===== src/rtl/max7219_pkg.sv =====
// Shared types, constants and helpers for the MAX7219 driver blocks.
package max7219_pkg;

  localparam int unsigned C_MAX7219_FRAME_WIDTH = 16;

  typedef enum logic [1:0] {
    S_IDLE,
    S_GRANTED,
    S_RELEASE
  } t_arb_state;

  // Up to 8 requesters; callers zero-extend narrower vectors.
  function automatic logic [2:0] f_onehot2idx(input logic [7:0] onehot);
    logic [2:0] idx;
    idx = '0;
    for (int unsigned i = 0; i < 8; i++) begin
      if (onehot[i]) idx |= 3'(i);
    end
    return idx;
  endfunction

endpackage


===== src/rtl/max7219_if_arbiter_if.sv =====
// Requester-side and serializer-side signals of the shared max7219_if arbiter.
interface max7219_if_arbiter_if #(
  parameter int unsigned G_NB_REQ     = 3,
  parameter int unsigned G_DATA_WIDTH = 16
);
  logic [G_NB_REQ-1:0]              i_req;
  logic [G_NB_REQ-1:0]              i_start;
  logic [G_NB_REQ-1:0]              i_en_load;
  logic [G_NB_REQ*G_DATA_WIDTH-1:0] i_data;
  logic [G_NB_REQ-1:0]              o_gnt;
  logic [G_NB_REQ-1:0]              o_done;
  logic                             o_max7219_if_start;
  logic                             o_max7219_if_en_load;
  logic [G_DATA_WIDTH-1:0]          o_max7219_if_data;
  logic                             i_max7219_if_done;
  logic                             o_busy;
  logic                             o_protocol_err;

  modport slave (
    input  i_req, i_start, i_en_load, i_data, i_max7219_if_done,
    output o_gnt, o_done, o_max7219_if_start, o_max7219_if_en_load, o_max7219_if_data,
    output o_busy, o_protocol_err
  );

  modport master (
    output i_req, i_start, i_en_load, i_data, i_max7219_if_done,
    input  o_gnt, o_done, o_max7219_if_start, o_max7219_if_en_load, o_max7219_if_data,
    input  o_busy, o_protocol_err
  );
endinterface


===== src/rtl/max7219_rr_pick.sv =====
// Combinational round-robin picker: first set request after rr_ptr_i, with wrap.
module max7219_rr_pick
  import max7219_pkg::*;
#(
  parameter int unsigned G_NB_REQ = 3,
  localparam int unsigned IdxW    = (G_NB_REQ > 1) ? $clog2(G_NB_REQ) : 1
) (
  input  logic [G_NB_REQ-1:0] req_i,
  input  logic [IdxW-1:0]     rr_ptr_i,
  output logic [G_NB_REQ-1:0] onehot_o,
  output logic [IdxW-1:0]     idx_o
);

  logic [IdxW-1:0] k;
  logic            found;

  always_comb begin
    onehot_o = '0;
    found    = 1'b0;
    k        = '0;
    for (int unsigned i = 1; i <= G_NB_REQ; i++) begin
      k = IdxW'((rr_ptr_i + i) % G_NB_REQ);
      if (!found && req_i[k]) begin
        onehot_o[k] = 1'b1;
        found       = 1'b1;
      end
    end
  end

  assign idx_o = IdxW'(f_onehot2idx(8'(onehot_o)));

endmodule


===== src/rtl/max7219_if_arbiter.sv =====
// Round-robin owner arbiter in front of a single max7219_if serializer; never switches owner
// while a frame is in flight and routes done back to the owner only.
module max7219_if_arbiter
  import max7219_pkg::*;
#(
  parameter int unsigned G_NB_REQ     = 3,
  parameter int unsigned G_DATA_WIDTH = C_MAX7219_FRAME_WIDTH
) (
  input logic               clk,
  input logic               rst,
  max7219_if_arbiter_if.slave bus
);

  localparam int unsigned IdxW = (G_NB_REQ > 1) ? $clog2(G_NB_REQ) : 1;

  t_arb_state              state_q, state_d;
  logic                    pending_q, pending_d;
  logic [IdxW-1:0]         rr_ptr_q, rr_ptr_d;
  logic [IdxW-1:0]         owner_q, owner_d;
  logic [G_NB_REQ-1:0]     gnt_q, gnt_d;
  logic [G_NB_REQ-1:0]     done_q, done_d;
  logic                    start_q, start_d;
  logic                    en_load_q, en_load_d;
  logic [G_DATA_WIDTH-1:0] data_q, data_d;
  logic                    err_q, err_d;
  logic [G_NB_REQ-1:0]     pick_onehot;
  logic [IdxW-1:0]         pick_idx;

  max7219_rr_pick #(
    .G_NB_REQ(G_NB_REQ)
  ) u_pick (
    .req_i   (bus.i_req),
    .rr_ptr_i(rr_ptr_q),
    .onehot_o(pick_onehot),
    .idx_o   (pick_idx)
  );

  always_comb begin
    state_d   = state_q;
    pending_d = pending_q;
    rr_ptr_d  = rr_ptr_q;
    owner_d   = owner_q;
    gnt_d     = gnt_q;
    done_d    = '0;
    start_d   = 1'b0;
    en_load_d = en_load_q;
    data_d    = data_q;
    err_d     = 1'b0;
    unique case (state_q)
      S_IDLE: begin
        if (|bus.i_req) begin
          gnt_d   = pick_onehot;
          owner_d = pick_idx;
          state_d = S_GRANTED;
        end
      end
      S_GRANTED: begin
        // Done retires the frame before this cycle's start is judged.
        if (bus.i_max7219_if_done && pending_q) begin
          pending_d       = 1'b0;
          done_d[owner_q] = 1'b1;
        end
        if (bus.i_start[owner_q]) begin
          if (!pending_d) begin
            start_d   = 1'b1;
            data_d    = bus.i_data[owner_q*G_DATA_WIDTH +: G_DATA_WIDTH];
            en_load_d = bus.i_en_load[owner_q];
            pending_d = 1'b1;
          end else begin
            err_d = 1'b1;
          end
        end
        if (!bus.i_req[owner_q]) begin
          if (pending_d) begin
            state_d = S_RELEASE;
          end else begin
            state_d  = S_IDLE;
            gnt_d    = '0;
            rr_ptr_d = owner_q;
          end
        end
      end
      S_RELEASE: begin
        if (bus.i_max7219_if_done) begin
          done_d[owner_q] = 1'b1;
          pending_d       = 1'b0;
          rr_ptr_d        = owner_q;
          gnt_d           = '0;
          state_d         = S_IDLE;
        end
      end
      default: state_d = S_IDLE;
    endcase
  end

  always_ff @(posedge clk or posedge rst) begin
    if (rst) begin
      state_q   <= S_IDLE;
      pending_q <= 1'b0;
      rr_ptr_q  <= IdxW'(G_NB_REQ - 1);
      owner_q   <= '0;
      gnt_q     <= '0;
      done_q    <= '0;
      start_q   <= 1'b0;
      en_load_q <= 1'b0;
      data_q    <= '0;
      err_q     <= 1'b0;
    end else begin
      state_q   <= state_d;
      pending_q <= pending_d;
      rr_ptr_q  <= rr_ptr_d;
      owner_q   <= owner_d;
      gnt_q     <= gnt_d;
      done_q    <= done_d;
      start_q   <= start_d;
      en_load_q <= en_load_d;
      data_q    <= data_d;
      err_q     <= err_d;
    end
  end

  assign bus.o_gnt                = gnt_q;
  assign bus.o_done               = done_q;
  assign bus.o_max7219_if_start   = start_q;
  assign bus.o_max7219_if_en_load = en_load_q;
  assign bus.o_max7219_if_data    = data_q;
  assign bus.o_busy               = (state_q != S_IDLE);
  assign bus.o_protocol_err       = err_q;

endmodule


===== src/flat_wrapper.sv =====
// flat-port wrapper written by rule: the top's interface ports become plain ports
module max7219_if_arbiter_flat import max7219_pkg::*;
#(
  parameter int unsigned G_NB_REQ     = 3,
  parameter int unsigned G_DATA_WIDTH = C_MAX7219_FRAME_WIDTH
)
  (clk, rst, bus_i_req, bus_i_start, bus_i_en_load, bus_i_data, bus_i_max7219_if_done, bus_o_gnt, bus_o_done, bus_o_max7219_if_start, bus_o_max7219_if_en_load, bus_o_max7219_if_data, bus_o_busy, bus_o_protocol_err);
  max7219_if_arbiter_if #(.G_NB_REQ(G_NB_REQ), .G_DATA_WIDTH(G_DATA_WIDTH)) bus_i ();
  input logic clk;
  input logic rst;
  input wire logic [$bits(bus_i.i_req)-1:0] bus_i_req;
  input wire logic [$bits(bus_i.i_start)-1:0] bus_i_start;
  input wire logic [$bits(bus_i.i_en_load)-1:0] bus_i_en_load;
  input wire logic [$bits(bus_i.i_data)-1:0] bus_i_data;
  input wire logic [$bits(bus_i.i_max7219_if_done)-1:0] bus_i_max7219_if_done;
  output wire logic [$bits(bus_i.o_gnt)-1:0] bus_o_gnt;
  output wire logic [$bits(bus_i.o_done)-1:0] bus_o_done;
  output wire logic [$bits(bus_i.o_max7219_if_start)-1:0] bus_o_max7219_if_start;
  output wire logic [$bits(bus_i.o_max7219_if_en_load)-1:0] bus_o_max7219_if_en_load;
  output wire logic [$bits(bus_i.o_max7219_if_data)-1:0] bus_o_max7219_if_data;
  output wire logic [$bits(bus_i.o_busy)-1:0] bus_o_busy;
  output wire logic [$bits(bus_i.o_protocol_err)-1:0] bus_o_protocol_err;
  assign bus_i.i_req = bus_i_req;
  assign bus_i.i_start = bus_i_start;
  assign bus_i.i_en_load = bus_i_en_load;
  assign bus_i.i_data = bus_i_data;
  assign bus_i.i_max7219_if_done = bus_i_max7219_if_done;
  assign bus_o_gnt = bus_i.o_gnt;
  assign bus_o_done = bus_i.o_done;
  assign bus_o_max7219_if_start = bus_i.o_max7219_if_start;
  assign bus_o_max7219_if_en_load = bus_i.o_max7219_if_en_load;
  assign bus_o_max7219_if_data = bus_i.o_max7219_if_data;
  assign bus_o_busy = bus_i.o_busy;
  assign bus_o_protocol_err = bus_i.o_protocol_err;
  max7219_if_arbiter #(.G_NB_REQ(G_NB_REQ), .G_DATA_WIDTH(G_DATA_WIDTH)) u_core (.clk(clk), .rst(rst), .bus(bus_i));
endmodule

===== config.mk =====
export PLATFORM = sky130hd
export DESIGN_NAME = max7219_if_arbiter_flat
export DESIGN_NICKNAME = d
export VERILOG_FILES = /design/src/rtl/max7219_pkg.sv /design/src/rtl/max7219_if_arbiter_if.sv /design/src/rtl/max7219_rr_pick.sv /design/src/rtl/max7219_if_arbiter.sv /design/src/flat_wrapper.sv
export SDC_FILE = /design/constraint.sdc
export NUM_CORES = 1
export LEC_CHECK = 0
export BUFFER_PORTS_ARGS = -buffer_cell sky130_fd_sc_hd__buf_2
export CAP_MARGIN = 20
export CORE_MARGIN = 8
export CORE_UTILIZATION = 51
export CTS_CLUSTER_DIAMETER = 100
export DETAILED_ROUTE_END_ITERATION = 7
export GPL_ROUTABILITY_DRIVEN = 0
export PLACE_DENSITY = 0.95
export SKIP_CTS_REPAIR_TIMING = 1
export SLEW_MARGIN = 20
export SYNTH_ARGS = -nofsm -noshare
export SYNTH_HDL_FRONTEND = slang
export SYNTH_SLANG_ARGS = --single-unit
export TNS_END_PERCENT = 30

===== constraint.sdc =====
create_clock -name clk -period 3.83 [get_ports clk]
set_input_delay 0.5745 -clock clk [delete_from_list [all_inputs] [get_ports clk]]
set_output_delay 0.5745 -clock clk [all_outputs]
set_load 0.05 [all_outputs]

==> results of run 1 <==
-- cell usage in the layout, fill, tap and decap left out, types with 2 or more instances in the layout --
master                     count
sky130_fd_sc_hd__mux2i_1      19
sky130_fd_sc_hd__ha_1          8
sky130_fd_sc_hd__inv_1        11
sky130_fd_sc_hd__a211oi_1      2
sky130_fd_sc_hd__a21oi_1      22
sky130_fd_sc_hd__nor3b_1       2
sky130_fd_sc_hd__nor2_1       19
sky130_fd_sc_hd__clkinv_2      2
sky130_fd_sc_hd__nand2b_1      5
sky130_fd_sc_hd__nor3_1        2
sky130_fd_sc_hd__dfrtp_1      31
sky130_fd_sc_hd__clkbuf_8      5
sky130_fd_sc_hd__buf_4         3
sky130_fd_sc_hd__buf_2        85
sky130_fd_sc_hd__nand3_1       4
sky130_fd_sc_hd__o31ai_1       2
sky130_fd_sc_hd__nand4b_1      2
sky130_fd_sc_hd__o21ai_0      30
sky130_fd_sc_hd__nand2_1      34
-- metrics by stage --
step	std cells	worst slack, ps	cell area (um^2)	hold WS [ps]
after floorplan	224	1930	1940	469
after global placement	346	1250	2380	457
after detailed placement	346	979	2380	469
after CTS	354	953	2470	487
after global routing	355	884	2500	238
final	355	1150	2500	221
-- layout make-up --
type / count / area [um^2] / share of cell area
timing repair buffer: 89 / 475 / 0.190
clock inverter: 3 / 18.8 / 0.00752
sequential: 32 / 802 / 0.321
clock buffer: 5 / 68.8 / 0.0276
multi-input combinational: 166 / 1030 / 0.411
tap: 48 / 60.1 / 0.0241
inverter: 12 / 45.0 / 0.0180
-- critical path, cell delays in order (launching register included) --
cell and delay, ps:
sky130_fd_sc_hd__dfrtp_1 390, sky130_fd_sc_hd__nor2b_2 610, sky130_fd_sc_hd__o2bb2ai_1 220, sky130_fd_sc_hd__nand3_1 770, sky130_fd_sc_hd__nand2_1 340, sky130_fd_sc_hd__o21ai_0 150
-- kinds of logic after synthesis --
group | after synthesis | synth area share
compound gates | 67 | 0.205
fa+ha+maj | 8 | 0.0517
buf+inv | 26 | 0.0575
flops | 32 | 0.414
mux | 20 | 0.110
simple gates | 71 | 0.162
-- sequential cells by signal (all words and copies together) (netlist names) --
| signal | flops |
|---|---|
| u_core.state_q | 2 |
| u_core.bus.o_gnt | 3 |
| u_core.bus.o_max7219_if_en_load | 1 |
| u_core.bus.o_max7219_if_data | 16 |
| u_core.rr_ptr_q | 2 |
| u_core.pending_q | 1 |
| u_core.bus.o_done | 3 |
| u_core.bus.o_max7219_if_start | 1 |
| u_core.bus.o_protocol_err | 1 |
| u_core.owner_q | 2 |
-- final timing paths --
check                      slack, ps                         endpoint                start  cells after the start
max                             1150  u_core.bus.o_max7219_if_en_load    u_core.owner_q[0]                      5
min                              220  u_core.bus.o_max7219_if_data[8]                  rst                      2
max reg2reg                     1150  u_core.bus.o_max7219_if_en_load    u_core.owner_q[0]                      5
min reg2reg                      490              u_core.bus.o_gnt[1]  u_core.bus.o_gnt[1]                      2
max in group asynchronous       3060                u_core.state_q[0]                  rst                      4
min in group clk                 490              u_core.bus.o_gnt[1]  u_core.bus.o_gnt[1]                      2
-- power by group --
part	switching, W	internal (W)	leakage, nW
registers	0.0000735	0.000472	0.410
clock network	0.000132	0.000126	0.0479
logic	0.000906	0.000376	0.825
-- layer usage --
| metal | part of all wire | routed length (um) | vias to the layer above | GRT usage |
|---|---|---|---|---|
| li1 | - | - | 938 | - |
| met1 | 0.38 | 2160 | 905 | 0.183 |
| met2 | 0.53 | 2970 | 88 | 0.316 |
| met3 | 0.065 | 369 | 17 | 0.0588 |
| met4 | 0.026 | 147 | 0 | 0.0774 |
| met5 | 0 | 0 | - | 0 |
==> results_tabular.tex, run 1 <==
\begin{tabular}{lr}
\hline
Metric & Value \\
\hline
\multicolumn{2}{l}{\textbf{Route}} \\
Antenna violation net count after detailed routing & 0 \\
Drt total wl & 5640 um \\
First-pass iteration count of the detailed router & 4 \\
Routed vias & 1948 \\
Count of unresolved DRC violations after routing & 0 \\
Average detailed-routed wire length per instance & 15.9 um \\
Routed via count divided by cell count & 5.49 \\
Iteration-0 DRC Markers & 143 \\
\multicolumn{2}{l}{\textbf{Global route}} \\
Initial antenna violation count & 0 \\
Global-route usage over all layers & 0.176 \\
Remaining Overflow, GRT & 0 \\
Pin count of the biggest net entering global routing & 36 \\
Vias in the first global route & 1944 \\
First-pass GRT wire length & 8740 um \\
\multicolumn{2}{l}{\textbf{Final layout}} \\
P\&R area growth vs syn & 28.9\% \\
Final-stage net count & 374 \\
Layout cells sized above 1 & 0.332 \\
Final core utilization & 0.682 \\
Count of fill cells added during filler insertion & 279 \\
Ant diodes & 0 \\
\multicolumn{2}{l}{\textbf{Synth}} \\
Mapped cell area & 1940 um\^{}2 \\
FFs w/ async S/R, synth & 1.00 \\
Post-synth cell types & 35 \\
Most frequently used flop master after synthesis & sky130\_fd\_sc\_hd\_\_dfrtp\_1 \\
Post-synth EDFFs & 0 \\
Gate count of the mapped netlist & 224 \\
Number of warnings printed during yosys synthesis & 0 \\
Per-instance average area after synthesis & 8.65 um\^{}2 \\
Area leader, netlist & sky130\_fd\_sc\_hd\_\_dfrtp\_1 \\
Share of the synthesized area in the top cell type & 0.401 \\
Top-count cell post-synth & sky130\_fd\_sc\_hd\_\_nand2\_1 \\
Synth top area cells & sky130\_fd\_sc\_hd\_\_dfrtp\_1 (40\%), sky130\_fd\_sc\_hd\_\_mux2i\_1 (9.8\%), sky130\_fd\_sc\_hd\_\_o21ai\_0 (7.8\%) \\
Post-synthesis register bit count & 32 \\
Mapped Nets & 292 \\
Cell types with the highest counts after synthesis & sky130\_fd\_sc\_hd\_\_nand2\_1 (34), sky130\_fd\_sc\_hd\_\_dfrtp\_1 (31), sky130\_fd\_sc\_hd\_\_o21ai\_0 (30) \\
Seq/Total Area, Yosys & 0.414 \\
\multicolumn{2}{l}{\textbf{Clock network}} \\
Clock-pin slew on the worst setup and hold paths & 70 ps \\
Clk root buf & sky130\_fd\_sc\_hd\_\_clkbuf\_8 \\
Clock buffer count from CTS & 5 \\
CTS H-Tree Depth & 2 \\
Worst skew pair latency & 290 ps \\
Max Buffers Root-to-Sink & 2 \\
TritonCTS clock tree & done \\
Sinks on Clock Net & 32 \\
\multicolumn{2}{l}{\textbf{Timing}} \\
Worst slew slack as a fraction of its limit & 0.290 \\
Final worst path period need & 2680 ps \\
Final hold violation count & 0 \\
Summed negative setup slack over all endpoints & 0 ps \\
Skew final & 6.43 ps \\
Unrepaired setup endpoints after global routing & false \\
Total of endpoints with negative setup slack in the final report & 0 \\
Period utilisation layout & 0.699 \\
Transition time of the tightest slew-check pin & 1060 ps \\
Number of max-slew violations in the final report & 0 \\
FMAX & 0.374 GHz \\
\multicolumn{2}{l}{\textbf{Worst setup path}} \\
Kind of end point of the critical path & register \\
Worst Path Required & 3940 ps \\
Data arrival time at the worst-slack endpoint & 2790 ps \\
Maximum fanout encountered on the critical timing path & 35 \\
Category of the most critical setup path & reg2reg \\
Critical path launch point type & register \\
\multicolumn{2}{l}{\textbf{Pwr}} \\
Power per unit of standard cell area & 835 nW/um\^{}2 \\
IR drop worst, VDD & 605 uV \\
Cell leakage power & 1.28 nW \\
Final Power & 0.00209 W \\
\multicolumn{2}{l}{\textbf{Floorplan}} \\
Total die area & 6030 um\^{}2 \\
FP Rows & 22 \\
Die width & 77.6 um \\
I/O pin count & 86 \\
Die height & 77.6 um \\
Core Region & 3660 um\^{}2 \\
Starting density of the core & 0.529 \\
\multicolumn{2}{l}{\textbf{Placement}} \\
Number of port buffers & 85 \\
Hpwl dp & 4250 um \\
\multicolumn{2}{l}{\textbf{Flow run}} \\
Max-capacitance violation count & 0 \\
\multicolumn{2}{l}{\textbf{Status}} \\
Run status & finished, final reports clean \\
\multicolumn{2}{l}{\textbf{Hold path}} \\
Path class of the lowest-slack min-delay path & in2async \\
\hline
\end{tabular}
Power figures use the tool's default switching activity.
==> inputs of run 2 (changes only) <==
- CORE_UTILIZATION: 51 -> 47
- PLACE_DENSITY: 0.95 -> 0.91
- clock period: 3.83 -> 2.55 ns (I/O delays scaled with it)
==> run 2 against run 1 <==
  * Clock skew fell by 1.9 ps
  * Utilization shrank 5.2 points
  * Total power increased by 51%
  * Die area is 6.7% higher
  * Via count down 2.1%
  * Largest cell class unchanged
==> results_tabular.tex, run 2 (synthesized netlist as in run 1, its figures left out) <==
\begin{tabular}{lr}
\hline
Metric & Value \\
\hline
\multicolumn{2}{l}{\textbf{Worst setup path}} \\
Logic depth of the worst register-to-register path & 6 (was 5) \\
Category of the most critical setup path & reg2reg (unchanged) \\
Worst Path Required & 2730 ps (was 3940 ps) \\
Data arrival time at the worst-slack endpoint & 2270 ps (was 2790 ps) \\
Dominant delay contributor by cell family on the critical path & compound AO/OA/AOI/OAI gates (was simple AND/OR/NAND/NOR gates) \\
Critical Path, Cell by Cell & inv\_1 > ha\_1 > nand2b\_1 > o221ai\_1 > a2111o\_1 > o41ai\_2 (was nor2b\_2 > o2bb2ai\_1 > nand3\_1 > nand2\_1 > o21ai\_0) \\
Kind of end point of the critical path & register (unchanged) \\
Delay of the slowest cell on the worst path & 500 ps (was 770 ps) \\
Critical path launch point type & register (unchanged) \\
Critical Path Slowest Stage Cell & sky130\_fd\_sc\_hd\_\_a2111o\_1 (was sky130\_fd\_sc\_hd\_\_nand3\_1) \\
Buffers plus inverters on the worst setup path & 1 (was 0) \\
Maximum fanout encountered on the critical timing path & 8 (was 35) \\
Depth of the critical timing path with buffers and inverters included & 6 (was 5) \\
\multicolumn{2}{l}{\textbf{Placement}} \\
Hpwl dp & 4300 um (was 4250 um) \\
Number of port buffers & 85 (unchanged) \\
\multicolumn{2}{l}{\textbf{Final layout}} \\
Area of combinational cells with multiple inputs & 1020 um\^{}2 (was 1030 um\^{}2) \\
Layout cells sized above 1 & 0.331 (was 0.332) \\
Count of fill cells added during filler insertion & 333 (was 279) \\
Leading cell type in the layout, fill and taps excluded & sky130\_fd\_sc\_hd\_\_buf\_2 (unchanged) \\
Most frequent cells in the layout & sky130\_fd\_sc\_hd\_\_buf\_2 (85), sky130\_fd\_sc\_hd\_\_nand2\_1 (34), sky130\_fd\_sc\_hd\_\_dfrtp\_1 (31), sky130\_fd\_sc\_hd\_\_o21ai\_0 (30), sky130\_fd\_sc\_hd\_\_a21oi\_1 (22) (unchanged) \\
Area taken by flip-flops and latches & 802 um\^{}2 (unchanged) \\
Ant diodes & 0 (unchanged) \\
P\&R area growth vs syn & 29.1\% (was 28.9\%) \\
Flip-flop count of the largest register after layout & 16 (unchanged) \\
Final-stage net count & 376 (was 374) \\
\multicolumn{2}{l}{\textbf{Floorplan}} \\
Starting density of the core & 0.488 (was 0.529) \\
Die height & 80.2 um (was 77.6 um) \\
I/O pin count & 86 (unchanged) \\
FP Rows & 23 (was 22) \\
Die width & 80.2 um (was 77.6 um) \\
Core Region & 3970 um\^{}2 (was 3660 um\^{}2) \\
Total die area & 6430 um\^{}2 (was 6030 um\^{}2) \\
\multicolumn{2}{l}{\textbf{Timing}} \\
Final hold violation count & 0 (unchanged) \\
Transition time of the tightest slew-check pin & 501 ps (was 1060 ps) \\
Final worst path period need & 2090 ps (was 2680 ps) \\
Number of max-slew violations in the final report & 0 (unchanged) \\
FMAX & 0.479 GHz (was 0.374 GHz) \\
Unrepaired setup endpoints after global routing & false (unchanged) \\
Worst slew slack as a fraction of its limit & 0.664 (was 0.290) \\
Total of endpoints with negative setup slack in the final report & 0 (unchanged) \\
Skew final & 4.55 ps (was 6.43 ps) \\
Period utilisation layout & 0.818 (was 0.699) \\
Post-route worst hold slack & 167 ps (was 221 ps) \\
Summed negative setup slack over all endpoints & 0 ps (unchanged) \\
\multicolumn{2}{l}{\textbf{Route}} \\
Average detailed-routed wire length per instance & 15.3 um (was 15.9 um) \\
Routed vias & 1908 (was 1948) \\
Routed via count divided by cell count & 5.33 (was 5.49) \\
Drt total wl & 5460 um (was 5640 um) \\
Count of unresolved DRC violations after routing & 0 (unchanged) \\
Antenna violation net count after detailed routing & 0 (unchanged) \\
Iteration-0 DRC Markers & 147 (was 143) \\
First-pass iteration count of the detailed router & 4 (unchanged) \\
\multicolumn{2}{l}{\textbf{Clock network}} \\
Worst skew pair latency & 290 ps (about the same) \\
Clock buffer count from CTS & 5 (unchanged) \\
Sinks on Clock Net & 32 (unchanged) \\
Max Buffers Root-to-Sink & 2 (unchanged) \\
CTS H-Tree Depth & 2 (unchanged) \\
TritonCTS clock tree & done (unchanged) \\
Clk root buf & sky130\_fd\_sc\_hd\_\_clkbuf\_8 (unchanged) \\
Clock-pin slew on the worst setup and hold paths & 60 ps (was 70 ps) \\
\multicolumn{2}{l}{\textbf{Pwr}} \\
IR drop worst, VDD & 739 uV (was 605 uV) \\
Power per unit of standard cell area & 1260 nW/um\^{}2 (was 835 nW/um\^{}2) \\
Cell leakage power & 1.29 nW (was 1.28 nW) \\
\multicolumn{2}{l}{\textbf{Global route}} \\
Remaining Overflow, GRT & 0 (unchanged) \\
Pin count of the biggest net entering global routing & 36 (unchanged) \\
Global-route usage over all layers & 0.173 (was 0.176) \\
Vias in the first global route & 2052 (was 1944) \\
Initial antenna violation count & 0 (unchanged) \\
First-pass GRT wire length & 8910 um (was 8740 um) \\
\multicolumn{2}{l}{\textbf{Status}} \\
Run status & finished, final reports clean (unchanged) \\
\multicolumn{2}{l}{\textbf{Hold path}} \\
Path class of the lowest-slack min-delay path & in2async (unchanged) \\
\multicolumn{2}{l}{\textbf{Flow run}} \\
Max-capacitance violation count & 0 (unchanged) \\
\hline
\end{tabular}
## run 2: final timing paths
kind,from,slack [ps],end
max,u_core.state_q[1],460,u_core.bus.o_gnt[0]
min,rst,170,u_core.bus.o_max7219_if_data[14]
max reg2reg,u_core.state_q[1],460,u_core.bus.o_gnt[0]
min reg2reg,u_core.bus.o_max7219_if_data[5],470,u_core.bus.o_max7219_if_data[5]
max in group asynchronous,rst,2060,u_core.rr_ptr_q[1]
min in group clk,bus_i_data[37],380,u_core.bus.o_max7219_if_data[5]
## run 2: cell type report
| class | instances | share of cell area |
|---|---|---|
| Timing Repair Buffer | 91 | 0.188 |
| Sequential cell | 32 | 0.321 |
| Multi-Input combinational cell | 166 | 0.409 |
| Clock buffer | 7 | 0.0385 |
| Inverter | 12 | 0.0180 |
| Tap cell | 50 | 0.0250 |
## run 2: report_power, final
part           leakage (nW)  switching (W)  internal [W]  total, W
registers             0.410       0.000131      0.000708  0.000839
logic                 0.830        0.00131      0.000577   0.00189
clock network        0.0503       0.000176      0.000240  0.000416
total                  1.29        0.00162       0.00152   0.00314
## run 2: through the flow
step	utilization	std cells	worst slack, ps	power, W	area (um^2)
after floorplan	-	224	732	0.00229	1940
after global placement	0.605	351	651	0.00266	2400
after detailed placement	0.605	351	504	0.00272	2400
after CTS	0.629	358	487	0.00316	2500
after global routing	0.629	358	300	0.00338	2500
final	0.629	358	463	0.00314	2500
## run 2: metal layers
metal	track usage	vias to the layer above	part of all wire
met5	0	-	0
met3	0.0592	19	0.062
li1	-	940	-
met4	0.0800	0	0.035
met2	0.300	85	0.51
met1	0.184	864	0.39
## run 2: tightest hold or removal path: stages
cell,delay (ps)
sky130_fd_sc_hd__buf_2,100
sky130_fd_sc_hd__inv_1,40
sky130_fd_sc_hd__buf_4,350
==> inputs of run 3 (changes only) <==
- clock period: 2.55 -> 1.96 ns (I/O delays scaled with it)
==> run 3 against run 2 <==
  * Highest routed layer unchanged
  * Register-to-register slack worse by 390 ps
  * Die area stayed put
  * Cell count is 1.1% higher
  * Flip-flop and latch count stayed put
  * Largest power group unchanged
  * Utilization is 0.85 points higher
  * Critical path type unchanged
  * Total power is 33% higher
  * First-iteration DRC count is 18% lower
  * Sequential power is 28% higher
  * Combinational power is 34% higher
==> results_tabular.tex, run 3 (synthesized netlist as in run 1, its figures left out) <==
\begin{tabular}{lr}
\hline
Metric & Value \\
\hline
\multicolumn{2}{l}{\textbf{Status}} \\
Run status & finished, final reports clean (unchanged) \\
\multicolumn{2}{l}{\textbf{Pwr}} \\
Switching fraction of total power & 0.509 (was 0.515) \\
Power per unit of standard cell area & 1650 nW/um\^{}2 (was 1260 nW/um\^{}2) \\
Net Switching & 0.00212 W (was 0.00162 W) \\
IR drop worst, VDD & 897 uV (was 739 uV) \\
Clk network pwr share & 0.134 (was 0.132) \\
Final Power & 0.00417 W (was 0.00314 W) \\
Sequential share of power & 0.258 (was 0.267) \\
Combinational power share & 0.608 (was 0.600) \\
Cell leakage power & 1.30 nW (was 1.29 nW) \\
Cell-internal power & 0.00205 W (was 0.00152 W) \\
\multicolumn{2}{l}{\textbf{Timing}} \\
Final hold violation count & 0 (unchanged) \\
Skew final & 5.25 ps (was 4.55 ps) \\
Transition time of the tightest slew-check pin & 405 ps (was 501 ps) \\
Worst slew slack as a fraction of its limit & 0.728 (was 0.664) \\
Period utilisation layout & 0.961 (was 0.818) \\
Final worst-path setup slack & 75.9 ps (was 463 ps) \\
FMAX & 0.531 GHz (was 0.479 GHz) \\
Final worst path period need & 1880 ps (was 2090 ps) \\
Total of endpoints with negative setup slack in the final report & 0 (unchanged) \\
Number of max-slew violations in the final report & 0 (unchanged) \\
\multicolumn{2}{l}{\textbf{Worst setup path}} \\
Worst flop-to-flop path startpoint & u\_core.state\_q[1] (unchanged) \\
Data arrival time at the worst-slack endpoint & 2070 ps (was 2270 ps) \\
Maximum fanout encountered on the critical timing path & 8 (unchanged) \\
Dominant delay contributor by cell family on the critical path & compound AO/OA/AOI/OAI gates (unchanged) \\
Depth of the critical timing path with buffers and inverters included & 6 (unchanged) \\
Kind of end point of the critical path & register (unchanged) \\
Category of the most critical setup path & reg2reg (unchanged) \\
Critical path launch point type & register (unchanged) \\
Worst R2R Setup Slack & 80 ps (was 460 ps) \\
Critical path endpoint & u\_core.bus.o\_gnt[0] (unchanged) \\
Delay of the slowest cell on the worst path & 480 ps (was 500 ps) \\
Capture point of the worst reg-to-reg path & u\_core.bus.o\_gnt[0] (unchanged) \\
Critical Path Slowest Stage Cell & sky130\_fd\_sc\_hd\_\_a2111o\_1 (unchanged) \\
Crit path from & u\_core.state\_q[1] (unchanged) \\
Critical Path, Cell by Cell & inv\_1 > ha\_2 > nand2b\_1 > o221ai\_1 > a2111o\_1 > o41ai\_2 (was inv\_1 > ha\_1 > nand2b\_1 > o221ai\_1 > a2111o\_1 > o41ai\_2) \\
Logic depth of the worst register-to-register path & 6 (unchanged) \\
Worst Path Required & 2140 ps (was 2730 ps) \\
Buffers plus inverters on the worst setup path & 1 (unchanged) \\
\multicolumn{2}{l}{\textbf{Placement}} \\
Placed Cells & 354 (was 351) \\
Post-Place Cell Area & 2430 um\^{}2 (was 2400 um\^{}2) \\
Post-Place Setup Slack & 14.5 ps (was 504 ps) \\
Number of port buffers & 85 (unchanged) \\
Hpwl dp & 4240 um (was 4300 um) \\
\multicolumn{2}{l}{\textbf{Floorplan}} \\
Die width & 80.2 um (unchanged) \\
I/O pin count & 86 (unchanged) \\
Starting density of the core & 0.488 (unchanged) \\
Core Region & 3970 um\^{}2 (unchanged) \\
FP Rows & 23 (unchanged) \\
Total die area & 6430 um\^{}2 (unchanged) \\
Die height & 80.2 um (unchanged) \\
\multicolumn{2}{l}{\textbf{Final layout}} \\
Filler-free cell count of the finished design & 362 (was 358) \\
P\&R area growth vs syn & 30.8\% (was 29.1\%) \\
Count of fill cells added during filler insertion & 327 (was 333) \\
Design Area, Final & 2530 um\^{}2 (was 2500 um\^{}2) \\
Ant diodes & 0 (unchanged) \\
Leading cell type in the layout, fill and taps excluded & sky130\_fd\_sc\_hd\_\_buf\_2 (unchanged) \\
Final core utilization & 0.638 (was 0.629) \\
Most frequent cells in the layout & sky130\_fd\_sc\_hd\_\_buf\_2 (85), sky130\_fd\_sc\_hd\_\_nand2\_1 (34), sky130\_fd\_sc\_hd\_\_dfrtp\_1 (31), sky130\_fd\_sc\_hd\_\_o21ai\_0 (30), sky130\_fd\_sc\_hd\_\_a21oi\_1 (22) (unchanged) \\
Final-stage net count & 379 (was 376) \\
Layout cells sized above 1 & 0.346 (was 0.331) \\
Flip-flop count of the largest register after layout & 16 (unchanged) \\
\multicolumn{2}{l}{\textbf{Clock network}} \\
Clock-pin slew on the worst setup and hold paths & 70 ps (was 60 ps) \\
Clock buffer count from CTS & 5 (unchanged) \\
Clk root buf & sky130\_fd\_sc\_hd\_\_clkbuf\_8 (unchanged) \\
Worst skew pair latency & 280 ps (was 290 ps) \\
CTS H-Tree Depth & 2 (unchanged) \\
Sinks on Clock Net & 32 (unchanged) \\
TritonCTS clock tree & done (unchanged) \\
Max Buffers Root-to-Sink & 2 (unchanged) \\
\multicolumn{2}{l}{\textbf{Route}} \\
Iteration-0 DRC Markers & 120 (was 147) \\
Average detailed-routed wire length per instance & 14.9 um (was 15.3 um) \\
Drt total wl & 5390 um (was 5460 um) \\
Antenna violation net count after detailed routing & 0 (unchanged) \\
Routed via count divided by cell count & 5.28 (was 5.33) \\
Routed vias & 1913 (was 1908) \\
First-pass iteration count of the detailed router & 4 (unchanged) \\
Count of unresolved DRC violations after routing & 0 (unchanged) \\
\multicolumn{2}{l}{\textbf{Global route}} \\
Vias in the first global route & 1937 (was 2052) \\
Initial antenna violation count & 0 (unchanged) \\
First-pass GRT wire length & 8530 um (was 8910 um) \\
Pin count of the biggest net entering global routing & 36 (unchanged) \\
Remaining Overflow, GRT & 0 (unchanged) \\
Global-route usage over all layers & 0.167 (was 0.173) \\
\multicolumn{2}{l}{\textbf{Hold path}} \\
Path class of the lowest-slack min-delay path & in2async (unchanged) \\
\multicolumn{2}{l}{\textbf{Flow run}} \\
Max-capacitance violation count & 0 (unchanged) \\
\hline
\end{tabular}
## run 3: cell count changes in the layout (fill, tap and decap cells not counted), sizes merged
cell	previous run	this run
clkbuf	7	8
buf	91	94
## run 3: through the flow
| stage | TNS (ps) | hold slack [ps] |
|---|---|---|
| detailed placement | 0 | 401 |
| floorplan | 0 | 409 |
| global route | -15.8 | 134 |
| finish | 0 | 80.8 |
| CTS | 0 | 93.7 |
| global placement | 0 | 394 |
## run 3: cell type report
type / count / area, um^2 / area share
Clock buffer: 8 / 100 / 0.0395
Inverter: 12 / 45.0 / 0.0178
Multi-Input combinational cell: 166 / 1030 / 0.407
Sequential cell: 32 / 802 / 0.317
Tap cell: 50 / 62.6 / 0.0247
Timing Repair Buffer: 94 / 493 / 0.195
## run 3: layer usage
layer	part of all wire	GRT usage	routed length, um	up-vias
met5	0	0	0	-
met4	0.032	0.0855	173	0
met3	0.069	0.0513	370	16
met2	0.50	0.281	2720	77
met1	0.39	0.187	2130	866
li1	-	-	-	954
## run 3: power by group through the flow
stage / Combinational (W) / Sequential, W / Clock, W
6_report: 0.00254 / 0.00107 / 0.000559
5_1_grt: 0.00276 / 0.00111 / 0.000598
4_1_cts: 0.00252 / 0.00107 / 0.000563
3_5_place_dp: 0.00251 / 0.00108 / 0
3_3_place_gp: 0.00244 / 0.00107 / 0
2_1_floorplan: 0.00126 / 0.00171 / 0
## run 3: how the worst min path moves through the flow
| stage | from | end | slack [ps] | cells past startpoint |
|---|---|---|---|---|
| 3_3_place_gp | rst | u_core.bus.o_max7219_if_data[0] | 390 | 3 |
| 6_report | rst | u_core.bus.o_max7219_if_data[0] | 80 | 3 |
| 3_5_place_dp | rst | u_core.bus.o_max7219_if_data[13] | 400 | 3 |
| 2_1_floorplan | rst | u_core.bus.o_done[0] | 410 | 1 |
| 4_1_cts | rst | u_core.bus.o_max7219_if_en_load | 90 | 3 |
| 5_1_grt | rst | u_core.bus.o_max7219_if_data[0] | 130 | 3 |
## run 3: tightest hold or removal path, delay by kind of cell
kind | cells | cell delay (ps)
buf+inv | 3 | 490
